`config.mk`:
```
export PLATFORM = sky130hd
export DESIGN_NAME = spi_regif
export DESIGN_NICKNAME = d
export VERILOG_FILES = /design/src/rtl/spi_regif_pkg.sv /design/src/rtl/spi_regif_sync.sv /design/src/rtl/spi_regif.sv
export SDC_FILE = /design/constraint.sdc
export NUM_CORES = 1
export LEC_CHECK = 0
export CAP_MARGIN = 20
export CORE_ASPECT_RATIO = 0.8
export CORE_MARGIN = 5
export CORE_UTILIZATION = 46
export DETAILED_ROUTE_END_ITERATION = 10
export GPL_TIMING_DRIVEN = 0
export HOLD_SLACK_MARGIN = 0.06
export PLACE_DENSITY = 0.79
export SLEW_MARGIN = 20
export SYNTH_ARGS = -nofsm -noshare
export SYNTH_HDL_FRONTEND = slang
export SYNTH_SLANG_ARGS = --single-unit
```
`constraint.sdc`:
```
create_clock -name clk_i -period 2.4 [get_ports clk_i]
set_input_delay 0.48 -clock clk_i [delete_from_list [all_inputs] [get_ports clk_i]]
set_output_delay 0.48 -clock clk_i [all_outputs]
set_load 0.1 [all_outputs]
```
`src/rtl/spi_regif_pkg.sv`:
```
// Shared types and constants for the SPI register interface.
// Holds the frame FSM state enum, the R/W encoding and the SCLK ratio limit.
package spi_regif_pkg;

  typedef enum logic [1:0] {
    IDLE,
    CMD,
    ADDR,
    DATA
  } spi_state_e;

  localparam logic RW_WRITE     = 1'b1;
  localparam int   MIN_SCLK_DIV = 8;

endpackage

```
`src/rtl/spi_regif_sync.sv`:
```
// Multi-flop synchroniser with rise/fall pulse detection on the synced level.
// Ports: clk, rst (async, high), d (async in), q (synced), rise/fall (1-clk pulses).
module spi_regif_sync #(
  parameter int STAGES = 2
) (
  input  logic clk,
  input  logic rst,
  input  logic d,
  output logic q,
  output logic rise,
  output logic fall
);

  logic [STAGES-1:0] ff;
  logic              prev;

  always_ff @(posedge clk or posedge rst) begin
    if (rst) begin
      ff   <= '0;
      prev <= 1'b0;
    end else begin
      ff   <= {ff[STAGES-2:0], d};
      prev <= ff[STAGES-1];
    end
  end

  assign q    = ff[STAGES-1];
  assign rise = q & ~prev;
  assign fall = ~q & prev;

endmodule

```
`src/rtl/spi_regif.sv`:
```
// SPI mode-0 slave bridging an external master to the register file.
// Frame: R/W bit, ADDR_W address bits, then DATA_W-bit words, MSB first.
// Ports: clk_i/rst_i, SPI pads sclk_i/cs_i/mosi_i/miso_o, register side
// reg_addr_o/reg_wdata_o/reg_we_o/reg_re_o/reg_rdata_i.
// Macro SPI_REGIF_BURST_EN: address auto-increment and read prefetch;
// when undefined a frame carries a single data word.
module spi_regif
  import spi_regif_pkg::*;
#(
  parameter int ADDR_W      = 7,
  parameter int DATA_W      = 8,
  parameter int SYNC_STAGES = 2
) (
  input  logic              clk_i,
  input  logic              rst_i,
  input  logic              sclk_i,
  input  logic              cs_i,
  input  logic              mosi_i,
  output logic              miso_o,
  input  logic [DATA_W-1:0] reg_rdata_i,
  output logic [DATA_W-1:0] reg_wdata_o,
  output logic [ADDR_W-1:0] reg_addr_o,
  output logic              reg_we_o,
  output logic              reg_re_o
);

`ifdef SPI_REGIF_BURST_EN
  localparam bit BURST = 1'b1;
`else
  localparam bit BURST = 1'b0;
`endif

  localparam int MAXW  = (ADDR_W > DATA_W) ? ADDR_W : DATA_W;
  localparam int CNT_W = $clog2(MAXW + 1);

  logic sclk_q, sclk_rise, sclk_fall;
  logic cs_q, cs_rise, cs_fall;
  logic mosi_q, mosi_rise, mosi_fall;

  spi_regif_sync #(.STAGES(SYNC_STAGES)) u_sync_sclk (
    .clk  (clk_i),
    .rst  (rst_i),
    .d    (sclk_i),
    .q    (sclk_q),
    .rise (sclk_rise),
    .fall (sclk_fall)
  );

  spi_regif_sync #(.STAGES(SYNC_STAGES)) u_sync_cs (
    .clk  (clk_i),
    .rst  (rst_i),
    .d    (cs_i),
    .q    (cs_q),
    .rise (cs_rise),
    .fall (cs_fall)
  );

  spi_regif_sync #(.STAGES(SYNC_STAGES)) u_sync_mosi (
    .clk  (clk_i),
    .rst  (rst_i),
    .d    (mosi_i),
    .q    (mosi_q),
    .rise (mosi_rise),
    .fall (mosi_fall)
  );

  logic unused_sync;
  assign unused_sync = ^{sclk_q, cs_q, mosi_rise, mosi_fall};

  spi_state_e        state_q, state_d;
  logic [CNT_W-1:0]  bit_cnt;
  logic [ADDR_W-1:0] addr_sh;
  logic [DATA_W-1:0] rx_sh;
  logic [DATA_W-1:0] tx_sh;
  logic              rw_q;
  logic              done_q;
  logic              re_go;
  logic              cap_q;
  logic              inc_q;

  logic [ADDR_W:0]   addr_cat;
  logic [DATA_W:0]   rx_cat;
  logic [ADDR_W-1:0] addr_nx;
  logic [DATA_W-1:0] rx_nx;
  logic              addr_last;
  logic              data_last;

  assign addr_cat  = {addr_sh, mosi_q};
  assign rx_cat    = {rx_sh, mosi_q};
  assign addr_nx   = addr_cat[ADDR_W-1:0];
  assign rx_nx     = rx_cat[DATA_W-1:0];
  assign addr_last = (bit_cnt == CNT_W'(ADDR_W - 1));
  assign data_last = (bit_cnt == CNT_W'(DATA_W - 1));

  always_ff @(posedge clk_i or posedge rst_i) begin
    if (rst_i) state_q <= IDLE;
    else       state_q <= state_d;
  end

  always_comb begin
    state_d = state_q;
    unique case (state_q)
      IDLE: if (cs_fall) state_d = CMD;
      CMD:  if (sclk_rise) state_d = ADDR;
      ADDR: if (sclk_rise && addr_last) state_d = DATA;
      DATA: state_d = DATA;
    endcase
    if (cs_rise) state_d = IDLE;
  end

  always_ff @(posedge clk_i or posedge rst_i) begin
    if (rst_i) begin
      bit_cnt     <= '0;
      addr_sh     <= '0;
      rx_sh       <= '0;
      tx_sh       <= '0;
      rw_q        <= 1'b0;
      done_q      <= 1'b0;
      re_go       <= 1'b0;
      cap_q       <= 1'b0;
      inc_q       <= 1'b0;
      miso_o      <= 1'b0;
      reg_wdata_o <= '0;
      reg_addr_o  <= '0;
      reg_we_o    <= 1'b0;
      reg_re_o    <= 1'b0;
    end else begin
      reg_we_o <= 1'b0;
      reg_re_o <= re_go;
      re_go    <= 1'b0;
      inc_q    <= 1'b0;
      cap_q    <= reg_re_o;
      // CS rise outranks a coincident final SCLK rise: the word is dropped.
      if (cs_rise || state_q == IDLE) begin
        bit_cnt <= '0;
        done_q  <= 1'b0;
        tx_sh   <= '0;
        miso_o  <= 1'b0;
        re_go   <= 1'b0;
      end else begin
        unique case (state_q)
          CMD: if (sclk_rise) begin
            rw_q    <= mosi_q;
            bit_cnt <= '0;
          end
          ADDR: if (sclk_rise) begin
            addr_sh <= addr_nx;
            bit_cnt <= bit_cnt + 1'b1;
            if (addr_last) begin
              bit_cnt    <= '0;
              reg_addr_o <= addr_nx;
              re_go      <= (rw_q != RW_WRITE);
            end
          end
          DATA: begin
            // Writes bump the address one cycle after the strobe so the
            // strobe sees the address of the word it carries.
            if (inc_q) reg_addr_o <= reg_addr_o + ADDR_W'(1);
            if (cap_q) tx_sh <= reg_rdata_i;
            if (sclk_fall) begin
              miso_o <= done_q ? 1'b0 : tx_sh[DATA_W-1];
              tx_sh  <= tx_sh << 1;
            end
            if (sclk_rise && !done_q) begin
              rx_sh   <= rx_nx;
              bit_cnt <= bit_cnt + 1'b1;
              if (data_last) begin
                bit_cnt <= '0;
                done_q  <= !BURST;
                if (rw_q == RW_WRITE) begin
                  reg_wdata_o <= rx_nx;
                  reg_we_o    <= 1'b1;
                  inc_q       <= BURST;
                end else if (BURST) begin
                  // Prefetch the next word so its MSB is ready by the next fall.
                  reg_addr_o <= reg_addr_o + ADDR_W'(1);
                  re_go      <= 1'b1;
                end
              end
            end
          end
          default: ;
        endcase
      end
    end
  end

endmodule

```
==> key figures <==
Route
  – Routed vias/inst: 5.201
  – WL met2: between 1.5 and 2 mm
  – DR vias: 1472
  – DRC errors left: 0
  – WL met3: 179 microns
  – Initial DRC Count: 113
  – Routed length per instance: 13.93 microns
  – Final antenna-violating net count: 0
  – Post-Route M1 WL: 1.941 mm
  – DR top layer: met4
  – TritonRoute pass-1 iters: 4
  – Post-Route WL: between 3 and 4 mm

Logic synthesis
  – Simple-gate share of the synthesized area: under 10%
  – Synth area leader: dfrtp_1
  – Xor-xnor portion of the synthesized cell area: 0.3636%
  – Synth area leaders: dfrtp_1, mux2_2, mux2_4, mux2i_1, o31ai_1
  – Synth Area in Compound Gates: 8.416%
  – Seq cells post-synth: 57
  – Post-synth EDFFs: 0
  – Post-Synth Adder-Cell Area: 1.558%
  – Async set or reset register ratio after synthesis: 100.0%
  – Synthesized area: 2409 sq um
  – Synth unique cells: 40
  – Syn Area/Cell: around 14 sq um
  – Post-Syn Instances: 176
  – Yosys top cell area share: a little under 60%
  – Syn_nets: ~190
  – Primary FF master, synth: dfrtp_1
  – Largest family of logic cells by synthesized area: multiplexers
  – Post-synthesis mux area share: a little under a fifth
  – Sequential cell area fraction in the yosys report: 59.22%
  – Synth warn: 0

Worst setup path
  – Worst Setup End Kind: primary output
  – Critical path launch point type: flop
  – Worst Setup SP: reg_wdata_o[1]
  – RR Startpoint: u_sync_cs.ff[1]
  – Top Family by Delay on Critical Path: buffers and inverters
  – R2r endpoint: reg_wdata_o[2]
  – Slowest CP cell: clkdlybuf4s50_1
  – CP Class: flop to primary output
  – Critical Path Sink: reg_wdata_o[1]
  – Req. time, crit path: around 1.9 ns
  – Critical Path Max Stage Delay: 1.14 ns
  – Critical path cell sequence: clkdlybuf4s50_1
  – FF-to-FF path depth: 7
  – Buf+Inv Stages, Crit Path: 1
  – CP Max Fanout: 2
  – Reg2Reg Setup Slack: 0.22 ns
  – Critical Path Stages: 1
  – Critical Path AT: 1.84 ns

Power and ir drop
  – Leak Pwr: 0.001451 uW
  – P per Cell Area: 797.8 nW/um^2
  – Maximum VDD drop: between 0.4 and 0.5 mV
  – Pwr Total: 2385 uW

Worst hold path
  – HP Class: flop to flop
  – Min-delay src: u_sync_cs.ff[0]

Final layout
  – Post-layout util: 59.35%
  – Fillers: 388
  – Antenna fix cells: 0
  – Share of post-route cells with drive strength above 1: 24.89%
  – Fin area: 2989 sq um
  – Final cell count without fillers: 283
  – Syn-to-layout area delta: 24.10%
  – Nets: 233

Clock tree
  – CTS tree: built
  – Clock transition at path regs: 0.06 ns
  – H-tree depth: 3
  – Clk sinks: 57
  – Clk buf depth: 2
  – Hold_buf cts: 0
  – CTS Buf Count: 9
  – Clk Latency, worst-skew pair: roughly 0.33 ns
  – Root Buffer: clkbuf_8

Timing
  – Worst slew margin: 34.12%
  – Clk_skew: 0.009068 ns
  – Slew @ Worst Pin: 0.9851 ns
  – TNS Setup: 0 ns
  – F_max: 430.1 MHz
  – Unrepaired setup endpoints after global routing: false
  – Max-slew violations: 0
  – Hold Vio Cnt, Final: 0
  – Final period util: 96.87%
  – Minimum clock period after layout: approximately 2.3 ns
  – Final setup viols: 0

Placement
  – Inst Count DP: ~270
  – Port Buf Inserts: 30
  – Hpwl dp: 2.637 mm
  – Area after DPL: roughly 2800 sq um
  – Routability Congestion: 0.8396

Floorplanning
  – Die height: 74.72 microns
  – Core ar.: 5036 sq um
  – Site Rows: 23
  – Die area: 6792 sq um
  – Die width: 90.90 microns
  – Starting Density: 47.83%
  – Ports: 31

GRT
  – Initial antenna violation count: 0
  – First-pass GRT wire length: 7.107 mm
  – Vias in the first global route: about 1500
  – Largest net degree at the start of global routing: 58
  – GRT overflow: 0
  – GRT Total Usage: about an eighth

Outcome
  – Outcome: complete, no violations

Run
  – Max-cap violations: 0
power breakdown:
group	internal (uW)	switching [uW]	total [uW]
Combinational	165	221	387
Clock	499	357	856
Sequential	1070	68.8	1140
Total	1740	647	2380
final cells by class:
cell class	instances	area (sq um)	area share, %
Buffer	7	46.29	1.549
Tap cell	62	77.57	2.595
Multi-Input combinational cell	108	927.1	31.02
Timing Repair Buffer	30	300.3	10.05
Clock inverter	5	56.30	1.884
Sequential cell	57	1426	47.72
Inverter	4	17.52	0.5860
Clock buffer	10	137.6	4.604
through the flow:
| step | hold WS, ns | worst slack (ns) |
|---|---|---|
| 2_1_floorplan | 0.3312 | 0.3585 |
| 3_3_place_gp | 0.3315 | -0.4916 |
| 3_5_place_dp | 0.3347 | 0.1096 |
| 4_1_cts | 0.3482 | 0.05616 |
| 5_1_grt | 0.3495 | 0.02306 |
| 6_report | 0.3474 | 0.07522 |
layout by cell type (no fill, tap or decap), types with 5 or more instances in the layout:
master and instances:
mux2i_1 8, o31ai_1 10, mux2_2 17, mux2_4 8
clkbuf_8 10, nor2b_1 5, nand2_1 12, dfrtp_1 57
clkdlybuf4s50_1 30
worst min path at each step:
| stage | to | slack (ns) | cells after the start |
|---|---|---|---|
| floorplan | reg_re_o | 0.33 | 0 |
| global placement | reg_re_o | 0.33 | 0 |
| detailed placement | u_sync_cs.ff[1] | 0.33 | 0 |
| CTS | u_sync_cs.ff[1] | 0.35 | 0 |
| global route | u_sync_cs.ff[1] | 0.35 | 0 |
| finish | u_sync_cs.ff[1] | 0.35 | 0 |
state kept, by name, summed over array words and instances (netlist names), 2 cells and up:
name,count
addr_sh,6
state_q,2
bit_cnt,4
u_sync_cs.ff,2
reg_wdata_o,8
u_sync_sclk.ff,2
u_sync_mosi.ff,2
rx_sh,7
reg_addr_o,7
tx_sh,8
repair_timing:
action,4_1_cts,5_1_grt
setup endpoints to repair,0,5
buffers inserted,0,0
resized for setup,0,1
metal layers:
layer / up-vias / GRT usage (%)
li1: 715 / -
met1: 720 / 17.19
met2: 29 / 19.98
met3: 8 / 5.495
met4: 0 / 5.863
met5: - / 0
cells in the mapped netlist, drive strengths merged (4+ instances only):
| library cell | instances |
|---|---|
| buf | 7 |
| dfrtp | 57 |
| inv | 4 |
| mux2 | 29 |
| mux2i | 8 |
| nand2 | 12 |
| nand2b | 5 |
| nor2 | 5 |
| nor2b | 5 |
| o21ai | 5 |
| o31ai | 10 |
logic make-up (layout without fill, tap and decap cells):
family          after synthesis  count (layout)
buf+inv                      11              56
mux                          37              37
compound gates               27              27
flops                        57              57
fa+ha+maj                     3               3
xor+xnor                      1               1
simple gates                 40              40
worst register-to-register path: cells and delay by family (launching register included):
family	cells	cell delay (ns)
adder cells (fa/ha/maj)	1	0.19
buffers and inverters	2	0.34
flip-flops	1	0.38
multiplexers	1	0.33
AND/OR/NAND/NOR	3	0.83
Note: power is estimated with default switching activity, not from simulation.
